## src/rtl/serial_add16_ctrl_pkg.sv

```systemverilog
// Shared constants and state encoding for the nibble-serial adder controller.
package serial_add16_ctrl_pkg;

  localparam int NIB_W  = 4;
  localparam int NIB_SH = 2;

  typedef enum logic [1:0] {
    IDLE = 2'd0,
    RUN  = 2'd1,
    DONE = 2'd2
  } state_e;

endpackage

```

## src/rtl/serial_add16_ctrl_adder.sv

```systemverilog
// Shared 4-bit ripple adder used once per cycle by the serial controller.
module nibble_adder4
  import serial_add16_ctrl_pkg::*;
(
  input  logic [NIB_W-1:0] a,
  input  logic [NIB_W-1:0] b,
  input  logic             cin,
  output logic [NIB_W-1:0] sum,
  output logic             cout
);

  assign {cout, sum} = {1'b0, a} + {1'b0, b} + {{NIB_W{1'b0}}, cin};

endmodule

```

## src/rtl/serial_add16_ctrl.sv

```systemverilog
// Nibble-serial W-bit adder: one 4-bit add per cycle, carry held in a register
// between cycles; results are published only when the last nibble completes.
module serial_add16_ctrl
  import serial_add16_ctrl_pkg::*;
#(
  parameter int NIBBLES = 4
) (
  input  logic                     clk,
  input  logic                     rst,
  input  logic                     start,
  input  logic                     abort,
  input  logic [NIB_W*NIBBLES-1:0] a,
  input  logic [NIB_W*NIBBLES-1:0] b,
  input  logic                     cin,
  output logic                     busy,
  output logic                     done,
  output logic [NIB_W*NIBBLES-1:0] sum,
  output logic                     cout,
  output logic                     ovf
);

  localparam int W    = NIB_W * NIBBLES;
  localparam int IDXW = (NIBBLES > 1) ? $clog2(NIBBLES) : 1;
  localparam logic [IDXW-1:0] LAST = IDXW'(NIBBLES - 1);

  state_e          state_q, state_d;
  logic [IDXW-1:0] idx_q, idx_d;
  logic            carry_q, carry_d;
  logic [W-1:0]    a_q, a_d, b_q, b_d;
  logic [W-1:0]    psum_q, psum_d;
  logic [W-1:0]    sum_q, sum_d;
  logic            cout_q, cout_d;
  logic            ovf_q, ovf_d;

  logic [NIB_W-1:0] add_sum;
  logic             add_cout;
  logic [W-1:0]     fin_psum;

  nibble_adder4 nibble_adder4 (
    .a    (a_q[{idx_q, {NIB_SH{1'b0}}} +: NIB_W]),
    .b    (b_q[{idx_q, {NIB_SH{1'b0}}} +: NIB_W]),
    .cin  (carry_q),
    .sum  (add_sum),
    .cout (add_cout)
  );

  always_comb begin
    state_d  = state_q;
    idx_d    = idx_q;
    carry_d  = carry_q;
    a_d      = a_q;
    b_d      = b_q;
    psum_d   = psum_q;
    sum_d    = sum_q;
    cout_d   = cout_q;
    ovf_d    = ovf_q;
    fin_psum = psum_q;
    fin_psum[{idx_q, {NIB_SH{1'b0}}} +: NIB_W] = add_sum;

    case (state_q)
      IDLE, DONE: begin
        if (start) begin
          a_d     = a;
          b_d     = b;
          carry_d = cin;
          idx_d   = '0;
          state_d = RUN;
        end else begin
          state_d = IDLE;
        end
      end
      RUN: begin
        // abort beats any start seen in the same cycle; outputs stay untouched
        if (abort) begin
          state_d = IDLE;
        end else begin
          psum_d  = fin_psum;
          carry_d = add_cout;
          idx_d   = idx_q + 1'b1;
          if (idx_q == LAST) begin
            sum_d   = fin_psum;
            cout_d  = add_cout;
            ovf_d   = (a_q[W-1] == b_q[W-1]) && (fin_psum[W-1] != a_q[W-1]);
            state_d = DONE;
          end
        end
      end
      default: state_d = IDLE;
    endcase
  end

  always_ff @(posedge clk or posedge rst) begin
    if (rst) begin
      state_q <= IDLE;
      idx_q   <= '0;
      carry_q <= 1'b0;
      a_q     <= '0;
      b_q     <= '0;
      psum_q  <= '0;
      sum_q   <= '0;
      cout_q  <= 1'b0;
      ovf_q   <= 1'b0;
    end else begin
      state_q <= state_d;
      idx_q   <= idx_d;
      carry_q <= carry_d;
      a_q     <= a_d;
      b_q     <= b_d;
      psum_q  <= psum_d;
      sum_q   <= sum_d;
      cout_q  <= cout_d;
      ovf_q   <= ovf_d;
    end
  end

  assign busy = (state_q == RUN);
  assign done = (state_q == DONE);
  assign sum  = sum_q;
  assign cout = cout_q;
  assign ovf  = ovf_q;

endmodule

```

## config.mk

```make
export PLATFORM = sky130hd
export DESIGN_NAME = serial_add16_ctrl
export DESIGN_NICKNAME = d
export VERILOG_FILES = /design/src/rtl/serial_add16_ctrl_pkg.sv /design/src/rtl/serial_add16_ctrl_adder.sv /design/src/rtl/serial_add16_ctrl.sv
export SDC_FILE = /design/constraint.sdc
export NUM_CORES = 1
export LEC_CHECK = 0
export CAP_MARGIN = 20
export CORE_ASPECT_RATIO = 2
export CORE_MARGIN = 4
export CORE_UTILIZATION = 45
export CTS_BUF_LIST = sky130_fd_sc_hd__clkbuf_4 sky130_fd_sc_hd__clkbuf_8
export CTS_CLUSTER_DIAMETER = 80
export DETAILED_ROUTE_END_ITERATION = 16
export HOLD_SLACK_MARGIN = 0.03
export PLACE_DENSITY = 0.77
export SLEW_MARGIN = 20
export SYNTH_ARGS = -nofsm -noshare
export SYNTH_HDL_FRONTEND = slang
export SYNTH_SLANG_ARGS = --single-unit
```

## constraint.sdc

```tcl
create_clock -name clk -period 3.1 [get_ports clk]
set_clock_uncertainty 0.05 [all_clocks]
set_input_delay 0.62 -clock clk [delete_from_list [all_inputs] [get_ports clk]]
set_output_delay 0.62 -clock clk [all_outputs]
set_load 0.02 [all_outputs]
```

# [Word-level counts from Yosys, hierarchy flattened]
# Cells that the tools add are included.
[totals] regBits=71 in_bits=37 out_inout_bits=20 elab_cells=45
[classes] addsub=4 eq_ne=8 n_shift=4 mux=11 bitwise=1 n_reduce_logical=8
[ops] operator="$shiftx 16x5->4" count=2
[ops] operator="$bwmux 16" count=1
[ops] operator="$shift 4x6->16 const A" count=1
[ops] operator="$shiftx 4x6->16" count=1
[ops] operator="$mux 2" count=4
[ops] operator="$pmux 2 s2" count=2
[ops] operator="$neg 4->6" count=1
[ops] operator="$reduce_and 3->1" count=2
[ops] operator="$add 4x4->5" count=1
[ops] operator="$add 5x1->5" count=1
[ops] operator="$eq 2x2->1 const B" count=2
[ops] operator="$ne 2x2->1 const B" count=2
[ops] operator="$reduce_and 2->1" count=2
[ops] operator="$mux 1" count=3
[ops] operator="$ne 3x2->1 const B" count=1
[ops] operator="$add 2x1->2 const B" count=1
[ops] operator="$eq 2x1->1 const B" count=1
[ops] operator="$logic_not 2->1" count=1
[ops] operator="$pmux 1 s2" count=1
[ops] operator="$reduce_bool 2->1" count=1
[ops] operator="$reduce_or 2->1" count=1
[ops] operator="$eq 1x1->1" count=1
[ops] operator="$logic_and 1x1->1" count=1
[ops] operator="$ne 1x1->1" count=1
[ops] operator="$not 1->1" count=1

# [Depth between registers and ports, before layout]
# Gate-level depths: netlist of run 1.
[depth] depth_word=7 depth_mapped=9 depth_no_buf=8

# [Modules after synthesis]
# A second synthesis of run 1 with hierarchy kept.
[hier_totals] hier_cells=327 area_unflattened_um2=3367.0
[by_module_without_submodules] mod="serial_add16_ctrl" instances=1 cells_per_inst=311 area_per_inst_um2=3223.1 seq_area_each_um2=1776.7
[by_module_without_submodules] mod="nibble_adder4" instances=1 cells_per_inst=16 area_per_inst_um2=143.9 seq_area_each_um2=0.0

# [Worst setup path after synthesis of run 1]
# No wires, ideal clock.
[synth_timing] path_kind="flip-flop to flip-flop" from="register idx_q[0]" to="register psum_q[5]" setup_time_ps=66 t_arrival_ps=2563 required_ps=2984 path_slack_ps=421 stages_incl_launch_ff=8 n_path_buf=1 synth_period_minus_slack_ps=2679 path_cell_list="dfrtp_1 > buf_2 > mux4_2 > fa_1 > inv_1 > fa_1 > nor2_1 > a22o_1"
[synth_via] elab_chain_len=5 elab_cells_between_ends=8 classes_between="add/sub (3); shift (4); mux (1)"
[synth_rtl] item="start, declared" line_no="serial_add16_ctrl.sv:27" rtl="logic [IDXW-1:0] idx_q, idx_d;"
[synth_rtl] item="start signal, assigned" line_no="serial_add16_ctrl.sv:105" rtl="idx_q <= idx_d;"
[synth_rtl] item="$shiftx 16x5->4, on equally long branches" line_no="serial_add16_ctrl.sv:40, serial_add16_ctrl.sv:41"
[synth_rtl] item="$add 4x4->5" line_no="serial_add16_ctrl_adder.sv:12" rtl="assign {cout, sum} = {1'b0, a} + {1'b0, b} + {{NIB_W{1'b0}}, cin};"
[synth_rtl] item="$add 5x1->5" line_no="serial_add16_ctrl_adder.sv:12"
[synth_rtl] item="$shiftx 4x6->16" line_no="serial_add16_ctrl.sv:58" rtl="fin_psum[{idx_q, {NIB_SH{1'b0}}} +: NIB_W] = add_sum;"
[synth_rtl] item="$bwmux 16 *" line_no="serial_add16_ctrl.sv:58"
[synth_rtl] item="end signal, assigned" line_no="serial_add16_ctrl.sv:109" rtl="psum_q <= psum_d;"
[synth_rtl] item="end, declared" line_no="serial_add16_ctrl.sv:30" rtl="logic [W-1:0] psum_q, psum_d;"
# Mark *: on every way between the ends. The rest lies on a longest branch, timed or not.
# A chain may end at the register's enable or synchronous reset.

# [Worst setup path in the final report of run 1]
[layout_timing] from="register idx_q[0]" to="register psum_q[14]"
# The elaborated chain is that of the path after synthesis.

==> impl_metrics.json, run 1 <==
{
  "run_status": "finished, final reports clean",
  "clk_path_buf_depth": 2,
  "buffer_ports.inserted": 56,
  "post_drt_via_cell_ratio": 5.28,
  "synth-compound-area-share_pct": 11.5,
  "proportion_of_register_bits_with_asynchronous_set_or_reset_after_synthesis_pct": 100,
  "root_buffer_cell": "clkbuf_8",
  "placed_area_sq_um": 4050,
  "first_global_vias": 2586,
  "post_synth_edffs": 0,
  "max_cap_viol_count": 0,
  "synth_cell_types": 44,
  "final_nets": 442,
  "yosys_warnings": 0,
  "synthFlopType": "dfrtp_1",
  "initial_antenna_violation_count": 0,
  "final-setup-viol-count": 0,
  "min_period_over_period_pct": 89.5,
  "design.die.area_sq_um": 9030,
  "cp-end-kind": "flip-flop",
  "inserted_diodes": 0,
  "hold_depth": 2,
  "initial_core_util_pct": 46.4,
  "slew_viol_final": 0,
  "post_cts.resized_instances": 0,
  "area_growth_pct": 25.1,
  "clock_latency_ns": 0.34,
  "synth_seq_area_share_pct": 52.7,
  "placed_wire_length_estimate_microns": 5780,
  "dieHeight_microns": 130,
  "setup_total_negative_slack_ns": 0,
  "largest_net_degree_at_the_start_of_global_routing": 38,
  "post_synth_fa_ha_maj_area_fraction_pct": 4.53,
  "gr-total-overflow": 0,
  "post_synthesis_net_count": 384,
  "highest_attainable_clock_frequency_ghz": 0.360,
  "min-delay-path-class": "reg -> reg",
  "via_count": 2582,
  "post_synth_instance_area_sq_um": 3370,
  "synth-seq-cells": 71,
  "drive_gt1_share_pct": 9.57,
  "layout.cell_area.non_filler_sq_um": 4220,
  "finalWorstPathRequiredPeriod_ns": 2.78,
  "post-cts-setup-buffers": 0,
  "hold_ws_ns": 0.428,
  "synth-xor-area-share_pct": 0.260,
  "syn-instance-count": 336,
  "worstReg2RegEnd": "psum_q[14]",
  "power_density_nw_per_um2": 993,
  "power_leakage_uw": 0.00195,
  "htreeDepth": 3,
  "clkSlewWorstSetupHoldPaths_ns": 0.07,
  "residual_drc": 0,
  "place.gp.congestion": 0.915,
  "critPathMaxFanout": 14,
  "worstPathArrival_ns": 2.95,
  "tritoncts": "yes",
  "setup_repair_after_global_routing_missed_its_margin": "false",
  "relSlewSlack_pct": 52.2,
  "ir_drop_mv": 0.424,
  "timing_worst_slew_pin_value_ns": 0.716,
  "worst_slack_ns": 0.325,
  "setup.worst_path.start_class": "flip-flop",
  "dp_worst_setup_slack_ns": 0.130,
  "synth.area.mux_share_pct": 5.34,
  "avgRoutedWirePerCell_microns": 15.6,
  "holdCritStartpoint": "b_q[8]",
  "timing.critical_path.required_ns": 3.28,
  "cts.hold.buffers_added": 0,
  "synthesis.area_per_instance_sq_um": 10.0,
  "hold_viol_final": 0,
  "grtUsageTotal_pct": 17.7,
  "r2r_slack_ns": 0.32,
  "timing.rr.start": "idx_q[0]",
  "hold_end": "b_q[8]",
  "numCtsBuffers": 9,
  "num-fill-cells": 666,
  "clkSinkCount": 71,
  "fin_util_pct": 58.0,
  "critPathKind": "reg -> reg",
  "drt_iter0_markers": 129,
  "dieWidth_microns": 69.2,
  "core_sq_um": 7270,
  "worst_r2r_path_depth": 7,
  "design.portCount": 57,
  "grt_pass1_wl_microns": 12300,
  "floorplan.rows": 44,
  "synth_simple_gate_area_share_pct": 22.0,
  "wirelength_microns": 7610,
  "drtAntennaViolNets": 0,
  "detail_route.first_pass.iterations": 4,
  "combinational_family_with_the_most_area_after_synthesis": "simple AND/OR/NAND/NOR gates"
}
## kinds of logic after synthesis
kind of cell	Yosys count
AO/OA/AOI/OAI	57
XOR/XNOR	1
adder cells (fa/ha/maj)	11
AND/OR/NAND/NOR	159
buffers and inverters	29
flip-flops	71
multiplexers	8
## registers in the layout (all words and copies together) (netlist names)
signal   flops
ovf          1
psum_q      16
b_q         16
state_q      2
carry_q      1
cout         1
idx_q        2
sum         16
a_q         16
## Yosys cell counts, types with 2 or more instances
master    instances  share of area, %
a21oi_1          21               3.1
a22o_1            8               2.1
a31oi_1           4              0.74
a32o_1            7               2.1
and2_1            2              0.37
buf_2             2              0.30
buf_4             2              0.45
clkbuf_1         12               1.3
dfrtp_1          71                53
fa_1              2               1.2
ha_1              9               3.3
inv_1            11               1.2
mux4_2            8               5.3
nand2_1         105                12
nand2b_1          7               1.3
nor2_1           17               1.9
nor2b_1          12               2.2
nor3b_1           3              0.67
o21ai_1           5              0.74
o22a_1            3              0.78
o31ai_1           2              0.45
## through the flow
step	instances	power, uW
2_1_floorplan	336	2840
3_3_place_gp	475	3470
3_5_place_dp	475	3560
4_1_cts	489	4220
5_1_grt	489	4470
6_report	489	4190
## worst max-delay path, stage by stage, from the launching register on
cell and delay [ns]:
dfrtp_2 0.58, mux4_2 0.57, fa_1 0.44, inv_1 0.09
fa_1 0.22, xnor2_1 0.20, and2_1 0.27, a22o_1 0.24
## placed cells by master (no fill, tap or decap), drive strengths merged, types with 2 or more instances in the layout
cell type and n:
fa 2, ha 9, dfrtp 71, a21oi 21, clkdlybuf4s50 56, a22o 8
a31oi 4, clkbuf 13, o31ai 2, inv 11, buf 9, nor3b 4
o21ai 6, nand2b 7, mux4 8, nand2 105, nor3 2, nor2b 12
a32o 7, o22a 3, and2 2, nor2 17
## worst max-delay path by stage
stage,slack (ns),end,cells past startpoint,startpoint
2_1_floorplan,0.42,psum_q[5],7,idx_q[0]
3_3_place_gp,0.24,psum_q[13],6,idx_q[0]
5_1_grt,0.19,psum_q[13],6,idx_q[0]
4_1_cts,0.12,psum_q[14],7,idx_q[0]
3_5_place_dp,0.13,psum_q[6],7,idx_q[0]
6_report,0.32,psum_q[14],7,idx_q[0]
## layout make-up
type	count	area [sq um]	share of cell area [%]
timing repair buffer	65	641	15.2
multi-input combinational	236	1470	34.9
clock inverter	1	5.00	0.119
tap	92	115	2.73
sequential	71	1780	42.2
inverter	11	41.3	0.979
clock buffer	13	166	3.95
## routing by layer
metal	wire length, microns	vias to the layer above	share of wire (%)	GRT usage [%]
met5	0	-	0	0
met4	255	0	3.4	11.0
met3	321	24	4.2	3.45
met2	4260	83	56	33.0
met1	2770	1231	36	17.8
li1	-	1244	-	-
## report_power, final
part	internal [uW]	switching (uW)	total, uW
Sequential	1270	251	1520
Combinational	928	1090	2020
Clock	342	309	652
Total	2540	1650	4190
No activity file was read; power rests on OpenSTA's default activity.
==> run 2: changes to the inputs <==
--- a/config.mk
+++ b/config.mk
@@ -5,6 +5,7 @@
 export SDC_FILE = /design/constraint.sdc
 export NUM_CORES = 1
 export LEC_CHECK = 0
+export ABC_AREA = 1
 export CAP_MARGIN = 20
 export CORE_ASPECT_RATIO = 2
 export CORE_MARGIN = 4
@@ -14,7 +15,6 @@
 export DETAILED_ROUTE_END_ITERATION = 16
 export HOLD_SLACK_MARGIN = 0.03
 export PLACE_DENSITY = 0.77
-export SLEW_MARGIN = 20
 export SYNTH_ARGS = -nofsm -noshare
 export SYNTH_HDL_FRONTEND = slang
 export SYNTH_SLANG_ARGS = --single-unit
==> impl_metrics.json, run 2 <==
{
  "drive_gt1_share_pct": 15.0,
  "wl_met1_microns": 2560,
  "htreeDepth": 3,
  "core_sq_um": 7270,
  "design.die.area_sq_um": 9050,
  "layout.area.seq_sq_um": 1780,
  "setup.worst_path.start_class": "flip-flop",
  "clock_latency_ns": 0.35,
  "critPathKind": "reg -> reg",
  "highest_attainable_clock_frequency_ghz": 0.365,
  "inserted_diodes": 0,
  "detail_route.first_pass.iterations": 4,
  "synth.largest_area_cell": "dfrtp_1",
  "worst_slack_ns": 0.358,
  "floorplan.rows": 44,
  "clkSlewWorstSetupHoldPaths_ns": 0.07,
  "avgRoutedWirePerCell_microns": 14.6,
  "run_status": "finished, final reports clean",
  "cp_cell_sequence": "inv_1 > o21ai_0 > o22ai_1 > fa_1 > inv_1 > fa_1 > xor2_1 > nor2_1 > nand2_1 > o22ai_1 > nand2_1 > o21ai_0",
  "multiInputGateArea_sq_um": 1390,
  "synthFlopType": "dfrtp_1",
  "final-setup-viol-count": 0,
  "cp-end-kind": "flip-flop",
  "min_period_over_period_pct": 88.5,
  "root_buffer_cell": "clkbuf_8",
  "holdCritStartpoint": "sum[8]",
  "grtUsageTotal_pct": 17.4,
  "post_synthesis_net_count": 401,
  "syn-instance-count": 353,
  "synth-seq-cells": 71,
  "hold_ws_ns": 0.426,
  "ir_drop_mv": 0.603,
  "setup_repair_after_global_routing_missed_its_margin": "false",
  "place.gp.congestion": 0.876,
  "hold_depth": 2,
  "dieWidth_microns": 69.3,
  "clkSinkCount": 71,
  "worst_r2r_path_depth": 12,
  "drt_iter0_markers": 110,
  "power_density_nw_per_um2": 974,
  "layout.cells.most_common": "nand2_1",
  "met3RoutedLength_microns": 307,
  "final_nets": 458,
  "synthesis.area_per_instance_sq_um": 9.58,
  "drtAntennaViolNets": 0,
  "placed_area_sq_um": 4010,
  "numCtsBuffers": 9,
  "buffer_ports.inserted": 56,
  "residual_drc": 0,
  "timing_worst_slew_pin_value_ns": 0.758,
  "largest_net_degree_at_the_start_of_global_routing": 36,
  "max_cap_viol_count": 0,
  "worstReg2RegEnd": "psum_q[14]",
  "cell_with_the_largest_stage_delay_on_the_worst_path": "dfrtp_1",
  "grt_pass1_wl_microns": 12200,
  "synth_top_cells_by_count": "nand2_1 (89), dfrtp_1 (71), inv_1 (33), o21ai_0 (33), mux2_2 (31)",
  "synth_area_leaders": "dfrtp_1 (53%), mux2_2 (10%), nand2_1 (9.9%)",
  "num-fill-cells": 651,
  "critPathMaxFanout": 14,
  "final_cell_mix": "nand2_1 (89), dfrtp_1 (71), clkdlybuf4s50_1 (56)",
  "timing.rr.start": "idx_q[1]",
  "area_growth_pct": 24.2,
  "dp_worst_setup_slack_ns": 0.368,
  "wl_met2_microns": 4130,
  "proportion_of_register_bits_with_asynchronous_set_or_reset_after_synthesis_pct": 100,
  "worst_path_largest_cell_delay_ns": 0.48,
  "post_cts.resized_instances": 0,
  "synthMostInstantiatedCell": "nand2_1",
  "dieHeight_microns": 131,
  "gr-total-overflow": 0,
  "layout.cell_area.non_filler_sq_um": 4200,
  "hold_end": "sum[8]",
  "synth_seq_area_share_pct": 52.6,
  "via_count": 2622,
  "setup_total_negative_slack_ns": 0,
  "design.portCount": 57,
  "timing.critical_path.required_ns": 3.32,
  "yosys_warnings": 0,
  "r2r_slack_ns": 0.36,
  "first_global_vias": 2657,
  "post_drt_via_cell_ratio": 5.19,
  "slew_viol_final": 0,
  "highest_layer_used_for_signal_routing": "met4",
  "min-delay-path-class": "reg -> reg",
  "cts.hold.buffers_added": 0,
  "synth_top_area_share_pct": 52.6,
  "finalWorstPathRequiredPeriod_ns": 2.74,
  "wirelength_microns": 7370,
  "tritoncts": "yes",
  "fin_util_pct": 57.8,
  "worstPathArrival_ns": 2.96,
  "initial_core_util_pct": 46.5,
  "relSlewSlack_pct": 49.3,
  "power_leakage_uw": 0.00194,
  "initial_antenna_violation_count": 0,
  "placed_wire_length_estimate_microns": 5780,
  "synth_cell_types": 31,
  "post_synth_instance_area_sq_um": 3380,
  "post_synth_edffs": 0,
  "hold_viol_final": 0,
  "clk_path_buf_depth": 2,
  "post-cts-setup-buffers": 0
}
==> run 2: cell count changes after synthesis, sizes merged, moves of 8 or more <==
cell and delta:
nand2 -13, a21oi -17, o22ai +15, o21ai +30
inv +26, mux2 +31, clkbuf -8, mux4 -8
nor2b -12, a22o -8
==> run 2: per-stage QoR <==
stage | power, uW | std cells
after global placement | 3350 | 491
after detailed placement | 3430 | 491
after CTS | 4120 | 505
after global routing | 4410 | 505
final | 4090 | 505
after floorplan | 2800 | 353
==> run 2: cell families (layout without fill, tap and decap cells) <==
kind of cell | Yosys count | in the layout | share of synthesized area [%]
adder cells (fa/ha/maj) | 11 | 11 | 4.52
AO/OA/AOI/OAI | 61 | 61 | 10.2
multiplexers | 31 | 31 | 10.3
flip-flops | 71 | 71 | 52.6
XOR/XNOR | 1 | 1 | 0.259
AND/OR/NAND/NOR | 126 | 126 | 15.7
buffers and inverters | 52 | 112 | 6.44
==> run 2: worst max-delay path, delay by kind of cell, from the launching register on <==
kind                     cells  cell delay (ns)
AND/OR/NAND/NOR              3             0.30
buffers and inverters        2             0.40
XOR/XNOR                     1             0.20
AO/OA/AOI/OAI                4             0.59
flip-flops                   1             0.48
adder cells (fa/ha/maj)      2             0.64
==> run 2: how the worst max path moves through the flow <==
stage | startpoint | end | slack, ns | cells after the start
floorplan | idx_q[1] | psum_q[6] | 0.62 | 13
global placement | idx_q[1] | psum_q[14] | 0.50 | 12
detailed placement | idx_q[1] | psum_q[14] | 0.37 | 12
CTS | idx_q[1] | psum_q[14] | 0.35 | 12
global route | idx_q[1] | psum_q[6] | 0.05 | 12
finish | idx_q[1] | psum_q[14] | 0.36 | 12
==> run 2: metal layers <==
layer	up-vias	GRT usage, %
li1	1264	-
met1	1264	16.4
met2	68	32.8
met3	26	4.21
met4	0	11.9
met5	-	0
==> run 2: layout make-up <==
class                           count  share of cell area, %
Sequential cell                    71                   42.3
Tap cell                           92                   2.74
Timing Repair Buffer               60                   14.1
Inverter                           38                   3.43
Multi-Input combinational cell    230                   33.0
Clock buffer                       14                   4.44
==> run 2: power breakdown <==
group	switching, uW	total (uW)	leakage, uW	internal, uW
Clock	307	686	0.0000981	378
Sequential	196	1440	0.000901	1240
Combinational	1150	1970	0.000945	818
